## config.mk

```make
export PLATFORM = sky130hd
export DESIGN_NAME = fn_enable_sequencer
export DESIGN_NICKNAME = d
export VERILOG_FILES = /design/src/rtl/fn_enable_sequencer.sv
export SDC_FILE = /design/constraint.sdc
export NUM_CORES = 1
export LEC_CHECK = 0
export CAP_MARGIN = 5
export CELL_PAD_IN_SITES_DETAIL_PLACEMENT = 1
export CELL_PAD_IN_SITES_GLOBAL_PLACEMENT = 1
export CORE_MARGIN = 2
export CORE_UTILIZATION = 35
export CTS_CLUSTER_DIAMETER = 60
export DETAILED_ROUTE_END_ITERATION = 8
export PLACE_DENSITY = 0.72
export SETUP_SLACK_MARGIN = 0.02
export SYNTH_ARGS = -nofsm -noshare
export SYNTH_HDL_FRONTEND = slang
export SYNTH_SLANG_ARGS = --single-unit
```

## constraint.sdc

```tcl
create_clock -name sysclk -period 2.68 [get_ports sysclk]
set_input_delay 0.402 -clock sysclk [delete_from_list [all_inputs] [get_ports sysclk]]
set_output_delay 0.402 -clock sysclk [all_outputs]
set_load 0.02 [all_outputs]
```

## src/rtl/fn_enable_sequencer.sv

```systemverilog
// rtl/fn_enable_sequencer.sv - debounced function-switch selector with frame-aligned, blanked enable switching
module fn_enable_sequencer #(
    parameter int N_SW       = 4,
    parameter int DB_BITS    = 16,
    parameter int FRAME_BITS = 6
) (
    input  logic            sysclk,
    input  logic            rst_n,
    input  logic [N_SW-1:0] SW_raw,
    output logic [N_SW-1:0] Enable_SW,
    output logic            Frame_Start,
    output logic            Blanking
);

    localparam logic [DB_BITS-1:0]    DB_ONE    = {{(DB_BITS-1){1'b0}}, 1'b1};
    localparam logic [DB_BITS-1:0]    DB_LAST   = {{(DB_BITS-1){1'b1}}, 1'b0};
    localparam logic [FRAME_BITS-1:0] FRAME_ONE = {{(FRAME_BITS-1){1'b0}}, 1'b1};

    typedef enum logic [1:0] {
        ST_IDLE,
        ST_ACTIVE,
        ST_BLANK
    } state_t;

    logic [N_SW-1:0]       sw_meta;
    logic [N_SW-1:0]       sw_sync;
    logic [N_SW-1:0]       stable;
    logic [DB_BITS-1:0]    db_cnt [N_SW];
    logic [N_SW-1:0]       request;
    logic                  found;
    logic [FRAME_BITS-1:0] frame_cnt;
    logic                  frame_end;
    state_t                state;
    state_t                state_nxt;
    logic [N_SW-1:0]       en_nxt;

    always_ff @(posedge sysclk or negedge rst_n) begin
        if (!rst_n) begin
            sw_meta <= '0;
            sw_sync <= '0;
        end else begin
            sw_meta <= SW_raw;
            sw_sync <= sw_meta;
        end
    end

    // The level is accepted on the edge that would bring the count to DB_MAX.
    for (genvar b = 0; b < N_SW; b++) begin : g_db
        always_ff @(posedge sysclk or negedge rst_n) begin
            if (!rst_n) begin
                stable[b] <= 1'b0;
                db_cnt[b] <= '0;
            end else if (sw_sync[b] == stable[b]) begin
                db_cnt[b] <= '0;
            end else if (db_cnt[b] == DB_LAST) begin
                stable[b] <= sw_sync[b];
                db_cnt[b] <= '0;
            end else begin
                db_cnt[b] <= db_cnt[b] + DB_ONE;
            end
        end
    end

    always_comb begin
        request = '0;
        found   = 1'b0;
        for (int i = 0; i < N_SW; i++) begin
            if (stable[i] && !found) begin
                request[i] = 1'b1;
                found      = 1'b1;
            end
        end
    end

    always_ff @(posedge sysclk or negedge rst_n) begin
        if (!rst_n) begin
            frame_cnt <= '0;
        end else begin
            frame_cnt <= frame_cnt + FRAME_ONE;
        end
    end

    assign frame_end = &frame_cnt;

    always_comb begin
        state_nxt = state;
        en_nxt    = Enable_SW;
        if (frame_end) begin
            case (state)
                ST_IDLE: begin
                    if (request != '0) begin
                        state_nxt = ST_ACTIVE;
                        en_nxt    = request;
                    end
                end
                ST_ACTIVE: begin
                    if (request == '0) begin
                        state_nxt = ST_IDLE;
                        en_nxt    = '0;
                    end else if (request != Enable_SW) begin
                        state_nxt = ST_BLANK;
                        en_nxt    = '0;
                    end
                end
                ST_BLANK: begin
                    if (request != '0) begin
                        state_nxt = ST_ACTIVE;
                        en_nxt    = request;
                    end else begin
                        state_nxt = ST_IDLE;
                    end
                end
                default: begin
                    state_nxt = ST_IDLE;
                    en_nxt    = '0;
                end
            endcase
        end
    end

    always_ff @(posedge sysclk or negedge rst_n) begin
        if (!rst_n) begin
            state       <= ST_IDLE;
            Enable_SW   <= '0;
            Blanking    <= 1'b0;
            Frame_Start <= 1'b0;
        end else begin
            state       <= state_nxt;
            Enable_SW   <= en_nxt;
            Blanking    <= (state_nxt == ST_BLANK);
            Frame_Start <= frame_end;
        end
    end

endmodule

```

; ---- Yosys cells after proc, flatten, opt, wreduce, memory -nomap -nowiden
; Cells that the tools add are included.
[totals]
ff_bits = 90
input_bits = 6
out_inout_bits = 6
elab_cells = 78
[classes]
add_sub_neg = 5
n_eq_ne = 14
mux = 24
bitwise_logic = 4
reduce_logical = 16
[op_table]
columns = cell, n
row1 = $mux 16, 8
row2 = $add 16x1->16 const B, 4
row3 = $eq 16x16->1 const B, 4
row4 = $mux 4, 3
row5 = $mux 2, 4
row6 = $pmux 4 s2, 1
row7 = $reduce_and 2->1, 4
row8 = $reduce_and 8->1, 1
row9 = $mux 1, 7
row10 = $add 6x1->6 const B, 1
row11 = $pmux 2 s3, 1
row12 = $reduce_and 6->1, 1
row13 = $eq 1x1->1, 4
row14 = $eq 2x2->1 const B, 2
row15 = $logic_not 4->1, 1
row16 = $ne 4x4->1, 1
row17 = $not 1->1, 4
row18 = $reduce_bool 4->1, 1
row19 = $logic_and 1x1->1, 3
row20 = $logic_not 1->1, 3
row21 = $ne 3x3->1 const B, 1
row22 = $eq 2x1->1 const B, 1
row23 = $logic_not 2->1, 1
row24 = $ne 2x1->1 const B, 1
row25 = $reduce_or 2->1, 1

; ---- Logic depth before layout (Yosys ltp)
; Gate-level depths: netlist of the first run.
[logic_depth]
depth_word = 16
mapped_depth = 6
depth_no_buf = 6

; ---- Worst setup path before layout of the first run
; OpenSTA, ideal clock, no wires.
[synth_timing]
kind = reg2reg
start = register db_cnt[8] (netlist name)
end = register db_cnt[10] (netlist name)
t_arrival_ps = 1499
required_ps = 2561
path_slack_ps = 1063
stages_incl_launch_ff = 6
path_buffers = 1
cell_sequence = dfrtp_1 -> and4_4 -> nand4_4 -> o41ai_4 -> buf_6 -> nor2_1
[synth_via]
elab_chain_cells = 3
word_cells_on_any_way = 4
classes_between = add/sub: 1 / eq/ne: 1 / mux: 2
[synth_lines]
columns = item, line_no
row1 = from (decl), 28  ; logic [DB_BITS-1:0] db_cnt [N_SW];
row2 = "from (signal, indexed assignment)", 59  ; db_cnt[b] <= db_cnt[b] + DB_ONE;
row3 = $add 16x1->16 / $eq 16x16->1 (equally long branches), "59, 55"
row4 = $mux 16 (*), 55  ; end else if (db_cnt[b] == DB_LAST) begin
row5 = $mux 16 (*), 53  ; end else if (sw_sync[b] == stable[b]) begin
; Every way passes the cells marked *; elsewhere a longest branch is shown, timed or not.
; A chain may end at the register's enable or synchronous reset.

; ---- Final worst setup path of the first run
[layout_timing]
start = register db_cnt[8] (netlist name)
end = register db_cnt[14] (netlist name)
; Same word-level chain as after synthesis.

==> results of run 1 <==
-- per-layer routing --
| layer | routed length (um) | share of wire [%] |
|---|---|---|
| met2 | 4228 | 50 |
| met3 | 266 | 3.1 |
| met4 | 150 | 1.8 |
| met1 | 3843 | 45 |
| met5 | 0 | 0 |
-- path summary, 6_finish.rpt --
check	from	end	slack, ns	depth (start not counted)
worst min-delay path	rst_n	db_cnt[26]	0.02	1
min in group sysclk	sw_meta[0]	sw_sync[0]	0.35	0
worst max-delay path	db_cnt[8]	db_cnt[14]	0.66	4
worst max register to register	db_cnt[8]	db_cnt[14]	0.66	4
max in group asynchronous	rst_n	Blanking	2.02	2
worst min register to register	sw_meta[0]	sw_sync[0]	0.35	0
-- cells in the mapped netlist (2+ instances only) --
| cell | n |
|---|---|
| sky130_fd_sc_hd__clkbuf_1 | 5 |
| sky130_fd_sc_hd__nand2_1 | 18 |
| sky130_fd_sc_hd__and2_1 | 3 |
| sky130_fd_sc_hd__mux2_2 | 4 |
| sky130_fd_sc_hd__xor2_1 | 31 |
| sky130_fd_sc_hd__nor4bb_1 | 2 |
| sky130_fd_sc_hd__or3_1 | 7 |
| sky130_fd_sc_hd__nand4_1 | 24 |
| sky130_fd_sc_hd__a21oi_1 | 7 |
| sky130_fd_sc_hd__a22oi_1 | 3 |
| sky130_fd_sc_hd__nand3_1 | 20 |
| sky130_fd_sc_hd__xnor2_1 | 29 |
| sky130_fd_sc_hd__and3_1 | 3 |
| sky130_fd_sc_hd__dfrtp_1 | 90 |
| sky130_fd_sc_hd__and4_1 | 9 |
| sky130_fd_sc_hd__ha_1 | 9 |
| sky130_fd_sc_hd__nor3_1 | 12 |
| sky130_fd_sc_hd__buf_2 | 4 |
| sky130_fd_sc_hd__inv_1 | 14 |
| sky130_fd_sc_hd__nor2_1 | 67 |
| sky130_fd_sc_hd__o21ai_0 | 7 |
| sky130_fd_sc_hd__nor4_1 | 9 |
| sky130_fd_sc_hd__o31ai_4 | 2 |
| sky130_fd_sc_hd__o2bb2ai_1 | 4 |
-- where the power goes --
| part | switching, mW | internal [mW] | leakage [nW] |
|---|---|---|---|
| Clock | 0.514 | 0.772 | 0.145 |
| Sequential | 0.0223 | 1.38 | 1.21 |
| Combinational | 0.0595 | 0.0301 | 0.674 |
-- logic make-up after synthesis --
family | share of synthesized area [%]
XOR/XNOR | 12.28
AO/OA/AOI/OAI | 6.142
AND/OR/NAND/NOR | 22.35
flip-flops | 52.65
adder cells (fa/ha/maj) | 2.632
multiplexers | 1.287
buffers and inverters | 2.662
-- flip-flops by register name, indices dropped and copies added (netlist names) --
register / count
sw_meta: 4
db_cnt: 64
Blanking: 1
sw_sync: 4
Frame_Start: 1
stable: 4
state: 2
frame_cnt: 6
Enable_SW: 4
-- per-stage QoR --
stage	area, um^2	power [mW]	instances	hold WS, ns
after floorplan	4278	1.466	403	0.1064
after global placement	4538	1.514	553	0.3342
after detailed placement	4538	1.521	553	0.3387
after CTS	4845	2.836	569	0.03151
after global routing	4845	2.891	569	0.05778
final	4845	2.777	569	0.02358
-- worst reg2reg max path, stage by stage (launching register included) --
cell and delay [ns]:
sky130_fd_sc_hd__dfrtp_1 0.44, sky130_fd_sc_hd__and4_4 0.27, sky130_fd_sc_hd__nand4_4 0.13, sky130_fd_sc_hd__o41ai_4 0.87, sky130_fd_sc_hd__nor2_1 0.14
-- final cells by class --
cell class / instances / area share (%)
inverter: 14 / 1.085
sequential: 90 / 46.49
clock inverter: 4 / 1.033
timing repair buffer: 15 / 2.841
clock buffer: 12 / 5.294
multi-input combinational: 287 / 39.46
tap: 147 / 3.796
==> results.yml, run 1 <==
cts:
  clkTransAtPathRegs_ns: 0.06
  cts_root_buffer: "sky130_fd_sc_hd__clkbuf_16"
  cts_buffers: 9
  cts_tree: "yes"
  number_of_hold_buffers_added_after_cts: 0
  cts_htree_levels: 3
  post_cts_buffers: 0
  cts_max_path_buffers: 2
  post_cts_resize_count: 0
  clock_net_sink_count: 90
  clk_latency_ns: 0.34
sta:
  grt_setup_unrepaired: "no"
  worst_slew_slack_as_a_fraction_of_its_limit_pct: 40.94
  timing_hold_violations_final: 0
  final-setup-viol-count: 0
  time_the_final_worst_path_needs_with_i_o_delays_and_setup_ns: 2.019
  fin_ws_ns: 0.6606
  count_of_pins_over_their_slew_limit: 0
  worst_slew_pin_slew_ns: 0.8829
  clock-skew-final_ns: 0.006641
  setup_total_negative_slack_ns: 0
  finalCritPeriodShare_pct: 75.35
  highest_attainable_clock_frequency_ghz: 0.4952
cells_and_area:
  areaGrowthSynthToFinish_pct: 13.25
  final_common_cell: "sky130_fd_sc_hd__dfrtp_1"
  final_nets: 432
  diodes: 0
  post_route_cells_drive_above_1_share_pct: 7.820
  seqCellArea_um2: 2252
  multiInputGateArea_um2: 1912
  fillerInstances: 1306
  most-common-layout-cells: "sky130_fd_sc_hd__dfrtp_1, sky130_fd_sc_hd__nor2_1, sky130_fd_sc_hd__xor2_1"
  post-route-util_pct: 40.50
placement:
  gp_routability_congestion: 0.7301
  setup_slack_at_placement_ns: 0.6320
  portBuffers: 11
  detailed_place_hpwl_um: 5958
synthesis:
  post-synth-top-area-cell: "sky130_fd_sc_hd__dfrtp_1"
  synth_seq_area_share_pct: 52.65
  mappedNetlistArea_um2: 4278
  synth_top_flop_cell: "sky130_fd_sc_hd__dfrtp_1"
  synth.distinct_cells: 44
  synth.top_cell.area_share_pct: 52.65
  syn-num-nets: 418
  yosys-top-cells-area: "sky130_fd_sc_hd__dfrtp_1, sky130_fd_sc_hd__xor2_1, sky130_fd_sc_hd__xnor2_1"
  postSynth.asyncResetShare_pct: 100.0
  number_of_flops_mapped_to_enable_cells_by_yosys: 0
  postSynthAreaPerCell_um2: 10.62
  ys_warn_count: 0
  syn_inst: 403
  postSynthRegisterBits: 90
routing:
  first_pass_iters: 4
  drc: 0
  final_antenna_net_count: 0
  routed_wire_length_per_instance_um: 14.92
  vias: 2915
  vias_per_cell: 5.123
  drt-initial-drc-count: 81
  totalWireLength_um: 8488
floorplan:
  start_util_pct: 35.76
  core.rowCount: 40
  ioPinCount: 12
  die-area_um2: 13120
  die_x_um: 114.6
  placeableCoreArea_um2: 11960
  chipHeight_um: 114.6
worst_setup_path:
  cp-start-kind: "register"
  cp_data_required_time_ns: 2.87
  worst_path_dominant_cell_family: "compound AO/OA/AOI/OAI gates"
  worst-path-max-fanout: 16
  slowest_stage: "sky130_fd_sc_hd__o41ai_4"
  timing.critical_path.slowest_cell_delay_ns: 0.87
  arrival_ns: 2.21
  crit_chain: "and4_4, nand4_4, o41ai_4, nor2_1"
  cp-end-kind: "register"
  path_class: "register to register"
  critPathBufInv: 0
global_route:
  gr-max-usage-layer: "met2"
  grt_max_degree: 39
  grtUsageMet3_pct: 4.711
  first_global_vias: 3053
  grt_antenna_before_repair: 0
  grt_remaining_overflow: 0
  grt_use_met1_pct: 17.47
  global_route.usage.met2_pct: 24.02
  grt_util_all_layers_pct: 14.48
  wire_length_of_the_first_global_routing_pass_um: 14860
outcome:
  run_status: "finished, final reports clean"
power:
  ir_drop_mv: 0.4530
  cellPowerDensity_nw_per_um2: 573.2
  power.leakage_nw: 2.034
hold_path:
  hp-class: "input port to async pin"
run:
  maxCapViolCount: 0
No activity file was read; power rests on OpenSTA's default activity.
==> inputs of run 2 (changes only) <==
--- a/config.mk
+++ b/config.mk
@@ -12,7 +12,7 @@
 export CORE_UTILIZATION = 35
 export CTS_CLUSTER_DIAMETER = 60
 export DETAILED_ROUTE_END_ITERATION = 8
-export PLACE_DENSITY = 0.72
+export PLACE_DENSITY = 0.74
 export SETUP_SLACK_MARGIN = 0.02
 export SYNTH_ARGS = -nofsm -noshare
 export SYNTH_HDL_FRONTEND = slang
==> constraint.sdc (replaced) <==
create_clock -name sysclk -period 1.8 [get_ports sysclk]
set_input_delay 0.27 -clock sysclk [delete_from_list [all_inputs] [get_ports sysclk]]
set_output_delay 0.27 -clock sysclk [all_outputs]
set_load 0.02 [all_outputs]
==> run 2 against run 1 <==
  * Via count increased by 2.8%
  * Highest routed layer unchanged
  * Design area increased by 3.7%
  * Combinational power increased by 61%
  * Clock-buffer cell count unchanged
  * Core utilization increased by 1.5 points
  * Clock skew increased by 0.0013 ns
  * Critical path depth increased by 1
  * Largest power group unchanged
  * Clock power increased by 52%
==> results.yml, run 2 (synthesis results as in run 1) <==
outcome:
  run_status: "finished, final reports clean"
cells_and_area:
  fillerInstances: 1299
  regMostFlops: "db_cnt"
  final_design_area_no_fill_um2: 5025
  largest_register_ff_count: 64
  largest_registers: "db_cnt: 64 flops, frame_cnt: 6 flops"
  post-route-util_pct: 42.01
  areaGrowthSynthToFinish_pct: 17.46
  final_common_cell: "sky130_fd_sc_hd__dfrtp_1"
  diodes: 0
  post_route_cells_drive_above_1_share_pct: 11.98
  most-common-layout-cells: "sky130_fd_sc_hd__dfrtp_1, sky130_fd_sc_hd__nor2_1, sky130_fd_sc_hd__xor2_1"
  final_nets: 445
cts:
  cts_tree: "yes"
  cts_root_buffer: "sky130_fd_sc_hd__clkbuf_16"
  cts_max_path_buffers: 2
  clk_latency_ns: 0.34
  cts_htree_levels: 3
  clkTransAtPathRegs_ns: 0.06
  cts_buffers: 9
  clock_net_sink_count: 90
power:
  overall_power_consumption_mw: 4.191
  pwr-share-seq_pct: 49.8
  clockPowerShare_pct: 46.8
  power.leakage_nw: 2.162
  comb_power_share_pct: 3.4
  total_switching_power_mw: 0.8752
  ir_drop_mv: 0.4459
  power.share.switching_pct: 20.88
  p_int_mw: 3.316
  cellPowerDensity_nw_per_um2: 834.1
sta:
  timing_hold_violations_final: 0
  final-setup-viol-count: 0
  clock-skew-final_ns: 0.007913
  grt_setup_unrepaired: "no"
  worst_slew_slack_as_a_fraction_of_its_limit_pct: 67.83
  count_of_pins_over_their_slew_limit: 0
  setup_total_negative_slack_ns: 0
  finalHoldWorstSlack_ns: 0.3483
  highest_attainable_clock_frequency_ghz: 0.5830
  worst_slew_pin_slew_ns: 0.4782
  time_the_final_worst_path_needs_with_i_o_delays_and_setup_ns: 1.715
  finalCritPeriodShare_pct: 95.29
global_route:
  grt_antenna_before_repair: 0
  wire_length_of_the_first_global_routing_pass_um: 15900
  first_global_vias: 3321
  grt_max_degree: 91
  grt_remaining_overflow: 0
  grt_util_all_layers_pct: 15.24
worst_setup_path:
  cp-end-kind: "register"
  path_class: "register to register"
  worst-path-max-fanout: 3
  crit_chain: "buf_4, xnor2_1, a221oi_2, nor2_1, a211o_1"
  arrival_ns: 1.93
  cp_data_required_time_ns: 2.01
  timing.critical_path.slowest_cell_delay_ns: 0.45
  timing.reg2reg.setup_slack_ns: 0.08
  cp-start-kind: "register"
  slowest_stage: "sky130_fd_sc_hd__a221oi_2"
placement:
  placed_area_um2: 4633
  gp_routability_congestion: 0.7658
  portBuffers: 11
  detailed_place_hpwl_um: 6116
floorplan:
  placeableCoreArea_um2: 11960
  chipHeight_um: 114.6
  ioPinCount: 12
  die_x_um: 114.6
  die-area_um2: 13120
  start_util_pct: 35.76
  core.rowCount: 40
routing:
  drt-initial-drc-count: 105
  final_antenna_net_count: 0
  totalWireLength_um: 9085
  first_pass_iters: 4
  vias_per_cell: 5.157
  routed_wire_length_per_instance_um: 15.64
  drc: 0
  vias: 2996
run:
  maxCapViolCount: 0
hold_path:
  hp-class: "register to register"
[run 2: cell count changes in the layout (fill, tap and decap cells not counted), sizes merged]
cell,before,now
clkinvlp,2,0
bufinv,1,2
clkdlybuf4s50,10,7
dlymetal6s2s,0,3
dlygate4sd3,0,1
buf,5,17
[run 2: critical path: cells and delay by family, from the launching register on]
kind            cells  cell delay, ns
buf+inv             1            0.15
compound gates      2            0.75
xor+xnor            1            0.17
flops               1            0.41
simple gates        1            0.09
[run 2: repair_timing]
| item | 4_1_cts | 5_1_grt |
|---|---|---|
| buffers inserted | 0 | 1 |
| hold buffers | 1 | 0 |
| pin swaps | 0 | 1 |
| gates resized for setup | 2 | 13 |
| endpoints found under the hold margin | 37 | 0 |
| endpoints found under the setup margin | 2 | 11 |
[run 2: final timing paths]
kind                              start          to  depth (start not counted)
setup / recovery           Enable_SW[2]    state[0]                          5
hold reg to reg              sw_meta[0]  sw_sync[0]                          0
max in group asynchronous         rst_n  db_cnt[59]                          3
min in group asynchronous         rst_n   db_cnt[7]                          3
setup reg to reg           Enable_SW[2]    state[0]                          5
hold / removal               sw_meta[0]  sw_sync[0]                          0
[run 2: layout make-up]
type	instances	area (um^2)	share of cell area, %
Timing Repair Buffer	28	257.7	5.129
Clock inverter	3	65.06	1.295
Sequential cell	90	2253	44.85
Clock buffer	12	236.5	4.706
Multi-Input combinational cell	287	1976	39.32
Inverter	14	52.55	1.046
Tap cell	147	183.9	3.660
[run 2: power groups by stage]
| stage | clock, mW | sequential (mW) | combinational (mW) |
|---|---|---|---|
| 6_report | 1.96 | 2.09 | 0.144 |
| 5_1_grt | 2.09 | 2.09 | 0.166 |
| 4_1_cts | 2.02 | 2.09 | 0.151 |
| 3_5_place_dp | 0 | 2.12 | 0.148 |
| 3_3_place_gp | 0 | 2.12 | 0.143 |
| 2_1_floorplan | 0 | 2.12 | 0.0667 |
[run 2: metal layers]
metal / track usage, % / vias to the layer above / share of wire [%]
met5: 0 / - / 0
met4: 5.772 / 0 / 2.0
met3: 3.547 / 14 / 2.5
met2: 25.60 / 23 / 51
met1: 19.08 / 1505 / 45
li1: - / 1454 / -
[run 2: per-stage QoR]
| stage | instances | worst slack [ns] |
|---|---|---|
| CTS | 580 | 0.02150 |
| finish | 581 | 0.08477 |
| global route | 581 | 0.01537 |
| detailed placement | 564 | 0.001156 |
| floorplan | 403 | 0.1827 |
| global placement | 564 | 0.1803 |
